### config.mk
export PLATFORM = sky130hd
export DESIGN_NAME = pred_update_gen
export DESIGN_NICKNAME = d
export VERILOG_FILES = /design/src/rtl/pred_pkg.sv /design/src/rtl/pred_upd_fifo.sv /design/src/rtl/pred_update_gen.sv
export SDC_FILE = /design/constraint.sdc
export NUM_CORES = 1
export LEC_CHECK = 0
export CORE_ASPECT_RATIO = 0.9
export CORE_MARGIN = 2
export CORE_UTILIZATION = 50
export CTS_CLUSTER_SIZE = 30
export DETAILED_ROUTE_END_ITERATION = 10
export GPL_ROUTABILITY_DRIVEN = 0
export PLACE_DENSITY = 0.74
export SYNTH_ARGS = -nofsm -noshare
export SYNTH_HDL_FRONTEND = slang
export SYNTH_SLANG_ARGS = --single-unit
### constraint.sdc
create_clock -name clk -period 3.1 [get_ports clk]
set_clock_uncertainty 0.15 [all_clocks]
set_input_delay 0.31 -clock clk [delete_from_list [all_inputs] [get_ports clk]]
set_output_delay 0.31 -clock clk [all_outputs]
set_load 0.01 [all_outputs]
### src/rtl/pred_pkg.sv
// Shared branch-predictor types: branch classes, the predictor-update entry
// carried from commit to the predictor, and the commit-side classifier.
package pred_pkg;

  typedef enum logic [2:0] {
    BR_NOP  = 3'd0,
    BR_COND = 3'd1,
    BR_CALL = 3'd2,
    BR_RET  = 3'd3,
    BR_JMP  = 3'd4
  } br_type_t;

  typedef struct packed {
    logic [31:0] pc;
    br_type_t    br_type;
    logic        taken;
    logic [31:0] target;
    logic        mis_tgt;
    logic        mis_dir;
  } pred_upd_entry_t;

  // A not-taken branch never needs a BTB fix, whatever was predicted.
  function automatic pred_upd_entry_t classify(
    input logic [31:0] pc,
    input logic [2:0]  br_type,
    input logic        taken,
    input logic [31:0] target,
    input logic        pred_taken,
    input logic [31:0] pred_target
  );
    pred_upd_entry_t e;
    e.pc      = pc;
    e.br_type = br_type_t'(br_type);
    e.taken   = taken;
    e.target  = target;
    e.mis_dir = (taken != pred_taken);
    e.mis_tgt = taken && (!pred_taken || (target != pred_target));
    return e;
  endfunction

endpackage

### src/rtl/pred_upd_fifo.sv
// Two-write / one-read synchronous FIFO. Write port A always lands before
// port B, so a lone B write takes A's slot and order is preserved.
module pred_upd_fifo #(
  parameter int  DEPTH = 8,
  parameter type T     = logic
) (
  input  logic                   clk,
  input  logic                   rst_n,
  input  logic                   wr_en_a,
  input  T                       wr_data_a,
  input  logic                   wr_en_b,
  input  T                       wr_data_b,
  input  logic                   rd_en,
  output T                       rd_data,
  output logic [$clog2(DEPTH):0] count
);

  localparam int AW = $clog2(DEPTH);

  T               mem_q [DEPTH];
  logic [AW-1:0]  wr_ptr_q, wr_ptr_d;
  logic [AW-1:0]  rd_ptr_q, rd_ptr_d;
  logic [AW-1:0]  wr_idx_b;
  logic [AW:0]    count_q, count_d;
  logic [1:0]     wr_num;
  logic           rd_fire;

  always_comb begin
    rd_fire  = rd_en && (count_q != '0);
    wr_num   = {1'b0, wr_en_a} + {1'b0, wr_en_b};
    wr_idx_b = wr_ptr_q + AW'(wr_en_a);
    wr_ptr_d = wr_ptr_q + AW'(wr_num);
    rd_ptr_d = rd_ptr_q + AW'(rd_fire);
    count_d  = count_q + (AW+1)'(wr_num) - (AW+1)'(rd_fire);
  end

  always_ff @(posedge clk) begin
    if (wr_en_a) mem_q[wr_ptr_q] <= wr_data_a;
    if (wr_en_b) mem_q[wr_idx_b] <= wr_data_b;
  end

  always_ff @(posedge clk or negedge rst_n) begin
    if (!rst_n) begin
      wr_ptr_q <= '0;
      rd_ptr_q <= '0;
      count_q  <= '0;
    end else begin
      wr_ptr_q <= wr_ptr_d;
      rd_ptr_q <= rd_ptr_d;
      count_q  <= count_d;
    end
  end

  assign rd_data = mem_q[rd_ptr_q];
  assign count   = count_q;

endmodule

### src/rtl/pred_update_gen.sv
// Predictor-update generator: classifies two committed branches per cycle and
// replays them one per cycle to the predictor. Option macro: PRED_UPD_BYPASS_EN.
module pred_update_gen
  import pred_pkg::*;
#(
  parameter int DEPTH = 8,
  parameter int CNTW  = 32
) (
  input  logic            clk,
  input  logic            resetn,
  input  logic            res_valid_0,
  input  logic            res_valid_1,
  input  logic [31:0]     res_pc_0,
  input  logic [31:0]     res_pc_1,
  input  logic [2:0]      res_type_0,
  input  logic [2:0]      res_type_1,
  input  logic            res_taken_0,
  input  logic            res_taken_1,
  input  logic [31:0]     res_target_0,
  input  logic [31:0]     res_target_1,
  input  logic            res_pred_taken_0,
  input  logic            res_pred_taken_1,
  input  logic [31:0]     res_pred_target_0,
  input  logic [31:0]     res_pred_target_1,
  output logic            res_ready,
  output logic            branch_mistaken,
  output logic [31:0]     wrong_pc,
  output logic [31:0]     right_target,
  output logic [2:0]      ins_type_w,
  output logic            update_orien_en,
  output logic [31:0]     retire_pc,
  output logic            right_orien,
  output logic [CNTW-1:0] mispred_cnt
);

  localparam int CW = $clog2(DEPTH) + 1;

  logic [1:0]      rst_sync_q;
  logic            rst_n_int;
  pred_upd_entry_t ent_0, ent_1, head, out_ent;
  logic            acc_0, acc_1, fifo_empty, out_valid;
  logic            wr_en_a, wr_en_b;
  pred_upd_entry_t wr_data_a, wr_data_b;
  logic [CW-1:0]   count;
  logic [CNTW-1:0] cnt_q, cnt_d;

  // Reset asserts immediately but releases two clocks later, on an edge.
  always_ff @(posedge clk or negedge resetn) begin
    if (!resetn) rst_sync_q <= 2'b00;
    else         rst_sync_q <= {rst_sync_q[0], 1'b1};
  end
  assign rst_n_int = rst_sync_q[1];

  always_comb begin
    ent_0 = classify(res_pc_0, res_type_0, res_taken_0, res_target_0,
                     res_pred_taken_0, res_pred_target_0);
    ent_1 = classify(res_pc_1, res_type_1, res_taken_1, res_target_1,
                     res_pred_taken_1, res_pred_target_1);
    res_ready  = (count <= CW'(DEPTH - 2));
    acc_0      = res_valid_0 && res_ready && (res_type_0 != BR_NOP);
    acc_1      = res_valid_1 && res_ready && (res_type_1 != BR_NOP);
    fifo_empty = (count == '0);
`ifdef PRED_UPD_BYPASS_EN
    // The oldest accepted entry skips an empty FIFO and drives outputs now.
    out_valid = !fifo_empty || acc_0 || acc_1;
    out_ent   = !fifo_empty ? head : (acc_0 ? ent_0 : ent_1);
    wr_en_a   = fifo_empty ? (acc_0 && acc_1) : acc_0;
    wr_data_a = fifo_empty ? ent_1 : ent_0;
    wr_en_b   = fifo_empty ? 1'b0 : acc_1;
    wr_data_b = ent_1;
`else
    out_valid = !fifo_empty;
    out_ent   = head;
    wr_en_a   = acc_0;
    wr_data_a = ent_0;
    wr_en_b   = acc_1;
    wr_data_b = ent_1;
`endif
  end

  pred_upd_fifo #(
    .DEPTH (DEPTH),
    .T     (pred_upd_entry_t)
  ) u_fifo (
    .clk       (clk),
    .rst_n     (rst_n_int),
    .wr_en_a   (wr_en_a),
    .wr_data_a (wr_data_a),
    .wr_en_b   (wr_en_b),
    .wr_data_b (wr_data_b),
    .rd_en     (!fifo_empty),
    .rd_data   (head),
    .count     (count)
  );

  // Outputs are zeroed rather than held so the predictor never sees stale data.
  always_comb begin
    branch_mistaken = 1'b0;
    wrong_pc        = '0;
    right_target    = '0;
    ins_type_w      = '0;
    update_orien_en = 1'b0;
    retire_pc       = '0;
    right_orien     = 1'b0;
    cnt_d           = cnt_q;
    if (out_valid) begin
      branch_mistaken = out_ent.mis_tgt;
      wrong_pc        = out_ent.pc;
      right_target    = out_ent.target;
      ins_type_w      = out_ent.br_type;
      update_orien_en = (out_ent.br_type == BR_COND);
      retire_pc       = out_ent.pc;
      right_orien     = out_ent.taken;
      if ((out_ent.mis_tgt || out_ent.mis_dir) && (cnt_q != '1))
        cnt_d = cnt_q + CNTW'(1);
    end
  end

  always_ff @(posedge clk or negedge rst_n_int) begin
    if (!rst_n_int) cnt_q <= '0;
    else            cnt_q <= cnt_d;
  end

  assign mispred_cnt = cnt_q;

endmodule

# == After elaboration in Yosys (flattened, before gate mapping) ==
# Memory sizes are Yosys's and may differ from the RTL's.
# Index checks and enable logic that the tools add are counted.
# classes
n_addsub,7
multipliers,0
div_mod_pow,0
magnitude_cmp,1
eq_ne,6
n_shift,0
mux,10
n_bitwise,1
reduce_logical,19
# ops
op,n
$mux W32,2
$ne A32 B32 Y1,2
$add A32 B1 Y32 const B,1
$ne A32 B32 Y1 const B,1
$logic_and A1 B1 Y1,8
$mux W1,7
$add A3 B1 Y3,2
$reduce_bool A3 Y1,2
$add A4 B2 Y4,1
$le A4 B3 Y1 const B,1
$logic_not A4 Y1,1
$reduce_bool A4 Y1,1
$sub A4 B1 Y4,1
$add A3 B2 Y3,1
$eq A3 B1 Y1 const B,1
$logic_not A1 Y1,3
$logic_or A1 B1 Y1,3
$mux W3,1
$add A1 B1 Y2,1
$ne A1 B1 Y1,2
$reduce_and A2 Y1,1
$not A1 Y1,1
# word_totals
reg_bits,44
latchBits,0
ramBits,560
romBits,0
output_inout_bits,135
n_memories,1
# memory_table
memory,words,width,rd,rd_ports_with_merged_regs,write_ports,line_no,rtl
u_fifo.mem_q,8,70,1,0,2,pred_upd_fifo.sv:20,T mem_q [DEPTH];

# == Depth between registers and ports, before layout ==
# depth
word_depth,6
mapped_depth,14
mapped_depth_nobuf,13

# == Cells and area by module ==
# From an unflattened synthesis, not the netlist that was laid out.
# unflattened
hier_cells,1861
area_unflattened_um2,31410.1
# by_module_without_submodules
mod,instances,cells_per_inst,area_per_inst_um2
pred_upd_fifo,1,1498,28299.6
pred_update_gen,1,363,3110.5

# == Least setup slack after synthesis ==
# No wires, ideal clock.
# synth_path
kind,register -> register
startpoint,"reg u_fifo.count_q[3], in the netlist u_fifo.count[3]"
endpoint,mem u_fifo.mem_q[0][0] in the netlist's numbering (enable)
arrival_time_ns,6.590
t_required_ns,2.349
setup_slack_ns,-4.241
stages_incl_launch_ff,8
n_path_buf,0
period_less_slack_ns,7.341
cell_sequence,dfrtp_1 -> inv_1 -> ha_1 -> and3_1 -> a21oi_1 -> o311a_1 -> nand2b_1 -> o31ai_1
# synth_lines
element,line_no,rtl
from (decl),pred_upd_fifo.sv:24,"logic [AW:0] count_q, count_d;"
from (signal assigned),pred_upd_fifo.sv:50,count_q <= count_d;
to (decl),pred_upd_fifo.sv:20,

==> results.tsv <==
stage	metric	value	unit
outcome	outcome	finished, violations left	
outcome	failing checks	negative setup slack	
finish	Layout area overhead	32.02	%
routing	Vias/cell	6.165	
clock_network	clock sink count	604	
die	Ports	341	
critical_path	delay-heaviest family, CP	buffers and inverters	
clock_network	clk slew on worst S/H paths	0.06	ns
power_and_ir_drop	pwr dens	891.4	mW/mm^2
timing	Slew headroom	0.2471	
timing	final setup margin	-0.2027	ns
logic_synthesis	Main synth FF type	edfxtp_1	
logic_synthesis	sequential area share after synthesis	0.5726	
timing	Final Hold Fails	0	
clock_network	H-tree Lvls	3	
critical_path	Crit Path Max Fanout	6	
finish	share of cells above drive strength 1	0.4320	
global_route	grt ovf	0	
worst_hold_path	Worst Hold Class	reg -> async	
clock_network	Clock Tree Root	clkbuf_16	
routing	Initial DRC Count	2295	
job	number of max-cap violations	0	
critical_path	slowest stage delay, CP	0.42	ns
critical_path	worst path cell trace	ha_4 -> and3_4 -> a21oi_4 -> o311a_4 -> ha_4 -> ha_4 -> xor2_2 -> nand2_2 -> buf_6 -> nor2b_4 -> buf_12 -> o21bai_4 -> buf_8 -> clkbuf_16	
global_route	All-Layer GR Usage	0.2907	
placement	# port buffers	340	
logic_synthesis	number of distinct library cells after synthesis	52	
placement	DPL Wire Length	55.33	mm
critical_path	CP Buf/Inv Count	4	
clock_network	maximum buffer depth of the clock tree	3	
routing	WL/cell	28.90	um
timing	worst-margin pin slew	1.123	ns
finish	most frequent cells in the layout	560 x edfxtp_1, 454 x mux2_2, 239 x clkdlybuf4s50_1, 163 x nand2_1, 137 x mux4_2	
die	die extent in y	241.3	um
clock_network	cts bufs inserted	66	
critical_path	reg-to-reg slack, setup	-0.20	ns
timing	unrepaired setup endpoints after global routing	yes	
placement	pre-CTS WS	-0.1879	ns
routing	via count	20800	
logic_synthesis	synth warn	0	
die	die area	0.06460	sq mm
logic_synthesis	leading area contributor after synthesis	edfxtp_1	
timing	part of the cycle the worst path needs	1.065	
timing	Fmax achieved	0.3028	GHz
die	core footprint	0.06155	sq mm
logic_synthesis	net count after synthesis	2250	
die	num rows	86	
critical_path	CP arrival	3.48	ns
global_route	number of global-route vias before repair	20930	
finish	leading cell type in the layout, fill and taps excluded	edfxtp_1	
routing	drt total wl	97.51	mm
routing	drt drc	0	
critical_path	Worst setup EP type	flip-flop	
critical_path	slowest CP cell	dfrtp_1	
critical_path	CP dominant cell by count	ha_4	
critical_path	Worst setup SP type	flip-flop	
logic_synthesis	Seq cells post-synth	604	
routing	Routed Antenna Nets	0	
global_route	initial antenna violation count	15	
critical_path	required time of the critical path	3.28	ns
clock_network	Skew-Pair Late Insertion Delay	0.63	ns
logic_synthesis	share of the synthesized area in the top cell type	0.5374	
timing	final setup vio count	726	
timing	Fin Hold WS	0.1150	ns
die	die width	267.7	um
timing	Min Clock Period, post-route	3.303	ns
logic_synthesis	Post-synth EDFFs	560	
timing	final-report max-slew violation count	0	
logic_synthesis	Syn Area/Cell	15.44	sq um
power_and_ir_drop	Pleak	14.70	nW
logic_synthesis	mapped cell area	0.03129	sq mm
clock_network	TritonCTS clock tree	built	
global_route	largest net degree at the start of global routing	45	
power_and_ir_drop	maximum vdd drop	0.6343	mV
die	starting density of the core	0.5084	
critical_path	CP Class	reg -> reg	
logic_synthesis	Mapped Cells	2027	
global_route	first-pass GRT wire length	137.1	mm
logic_synthesis	synth top area cells	edfxtp_1 54%, mux2_2 19%, mux4_2 9.9%	
logic_synthesis	Post-synth ARST share	0.07285	
finish	Final #Nets	2699	
routing	TritonRoute pass-1 iters	5	
==> metal layers <==
metal  vias to the layer above  GRT usage  routed length [um]
met5                         -          0                  75
met4                        12    0.07940                2608
met3                       181    0.06424                9204
met2                      1094     0.4807               47220
met1                     10780     0.3901               38410
li1                       8732          -                   -
==> cell type report <==
type,instances,area [sq um]
Timing Repair Buffer,596,7042
Tap cell,836,1046
Multi-Input combinational cell,1195,13010
Fill cell,4179,20240
Inverter,13,50.05
Antenna cell,8,20.02
Clock inverter,44,519.2
Sequential cell,604,17930
Clock buffer,78,1697
==> per-stage QoR <==
| stage | power [mW] | std cells | instance area (sq um) | TNS (ns) | util |
|---|---|---|---|---|---|
| after floorplan | 20.29 | 2027 | 31450 | -193.98 | - |
| after global placement | 26.86 | 3150 | 36880 | -73.85 | 0.5992 |
| after detailed placement | 27.15 | 3150 | 36880 | -82.32 | 0.5992 |
| after CTS | 36.03 | 3336 | 40460 | -1.440 | 0.6573 |
| after global routing | 38.09 | 3372 | 41300 | -109.10 | 0.6711 |
| final | 36.82 | 3374 | 41310 | -53.46 | 0.6712 |
==> cell usage after synthesis, types with 3 or more instances <==
cell / instances
buf_2: 67
buf_1: 36
o21ai_0: 15
nor3_1: 6
and3_1: 14
nand3_1: 16
mux2i_1: 4
buf_4: 43
ha_1: 15
xor2_1: 42
a21oi_1: 79
dfrtp_1: 44
mux2_2: 528
mux2_1: 14
edfxtp_1: 560
nand2_1: 170
nor2_1: 19
nor4_1: 10
inv_1: 12
clkbuf_1: 68
nand4_1: 25
xnor2_1: 63
mux4_2: 137
nand2b_1: 3
==> worst reg2reg max path: stages, from the launching register on <==
cell	delay, ns
dfrtp_1	0.42
ha_4	0.18
and3_4	0.15
a21oi_4	0.16
o311a_4	0.26
ha_4	0.16
ha_4	0.16
xor2_2	0.18
nand2_2	0.11
buf_6	0.14
nor2b_4	0.19
buf_12	0.17
o21bai_4	0.18
buf_8	0.20
clkbuf_16	0.19
==> where the power goes <==
part / switching [mW] / internal (mW) / leakage (nW)
Combinational: 8.69 / 8.31 / 7.97
Sequential: 0.581 / 11.1 / 5.65
Clock: 3.43 / 4.74 / 1.09
==> cell families after synthesis <==
| family | Yosys count | share of synthesized area |
|---|---|---|
| mux | 683 | 0.2949 |
| flops | 604 | 0.5726 |
| simple gates | 278 | 0.04031 |
| buf+inv | 229 | 0.03579 |
| compound gates | 110 | 0.01959 |
| xor+xnor | 105 | 0.02939 |
| fa+ha+maj | 17 | 0.007277 |
| other cells | 1 | 0.0001198 |
==> sequential cells by signal, summed over array words and instances, names as in the netlist <==
register,cells
u_fifo.wr_ptr_q,3
rst_sync_q,2
u_fifo.rd_ptr_q,3
u_fifo.count,4
mispred_cnt,32
u_fifo.mem_q,560
==> final timing paths <==
check,startpoint,cells past startpoint,endpoint
max in group asynchronous,rst_sync_q[1]$_DFF_PN0_,1,u_fifo.rd_ptr_q[2]$_DFF_PN0_
worst min-delay path,rst_sync_q[1]$_DFF_PN0_,0,mispred_cnt[23]$_DFFE_PN0P_
worst max-delay path,u_fifo.count[2]$_DFF_PN0_,14,u_fifo.mem_q[6][48]$_DFFE_PP_
worst min register to register,rst_sync_q[1]$_DFF_PN0_,0,mispred_cnt[23]$_DFFE_PN0P_
min in group clk,rst_sync_q[0]$_DFF_PN0_,0,rst_sync_q[1]$_DFF_PN0_
worst max register to register,u_fifo.count[2]$_DFF_PN0_,14,u_fifo.mem_q[6][48]$_DFFE_PP_
==> repair_timing <==
| action | CTS | global route |
|---|---|---|
| gates cloned | 19 | 21 |
| gates resized for setup | 217 | 80 |
| endpoints found under the hold margin | 2 | 0 |
| buffers inserted | 44 | 12 |
| endpoints found under the setup margin | 507 | 1120 |
| hold buffers | 1 | 0 |
| pin swaps | 16 | 7 |
(Power assumes the default switching activity.)
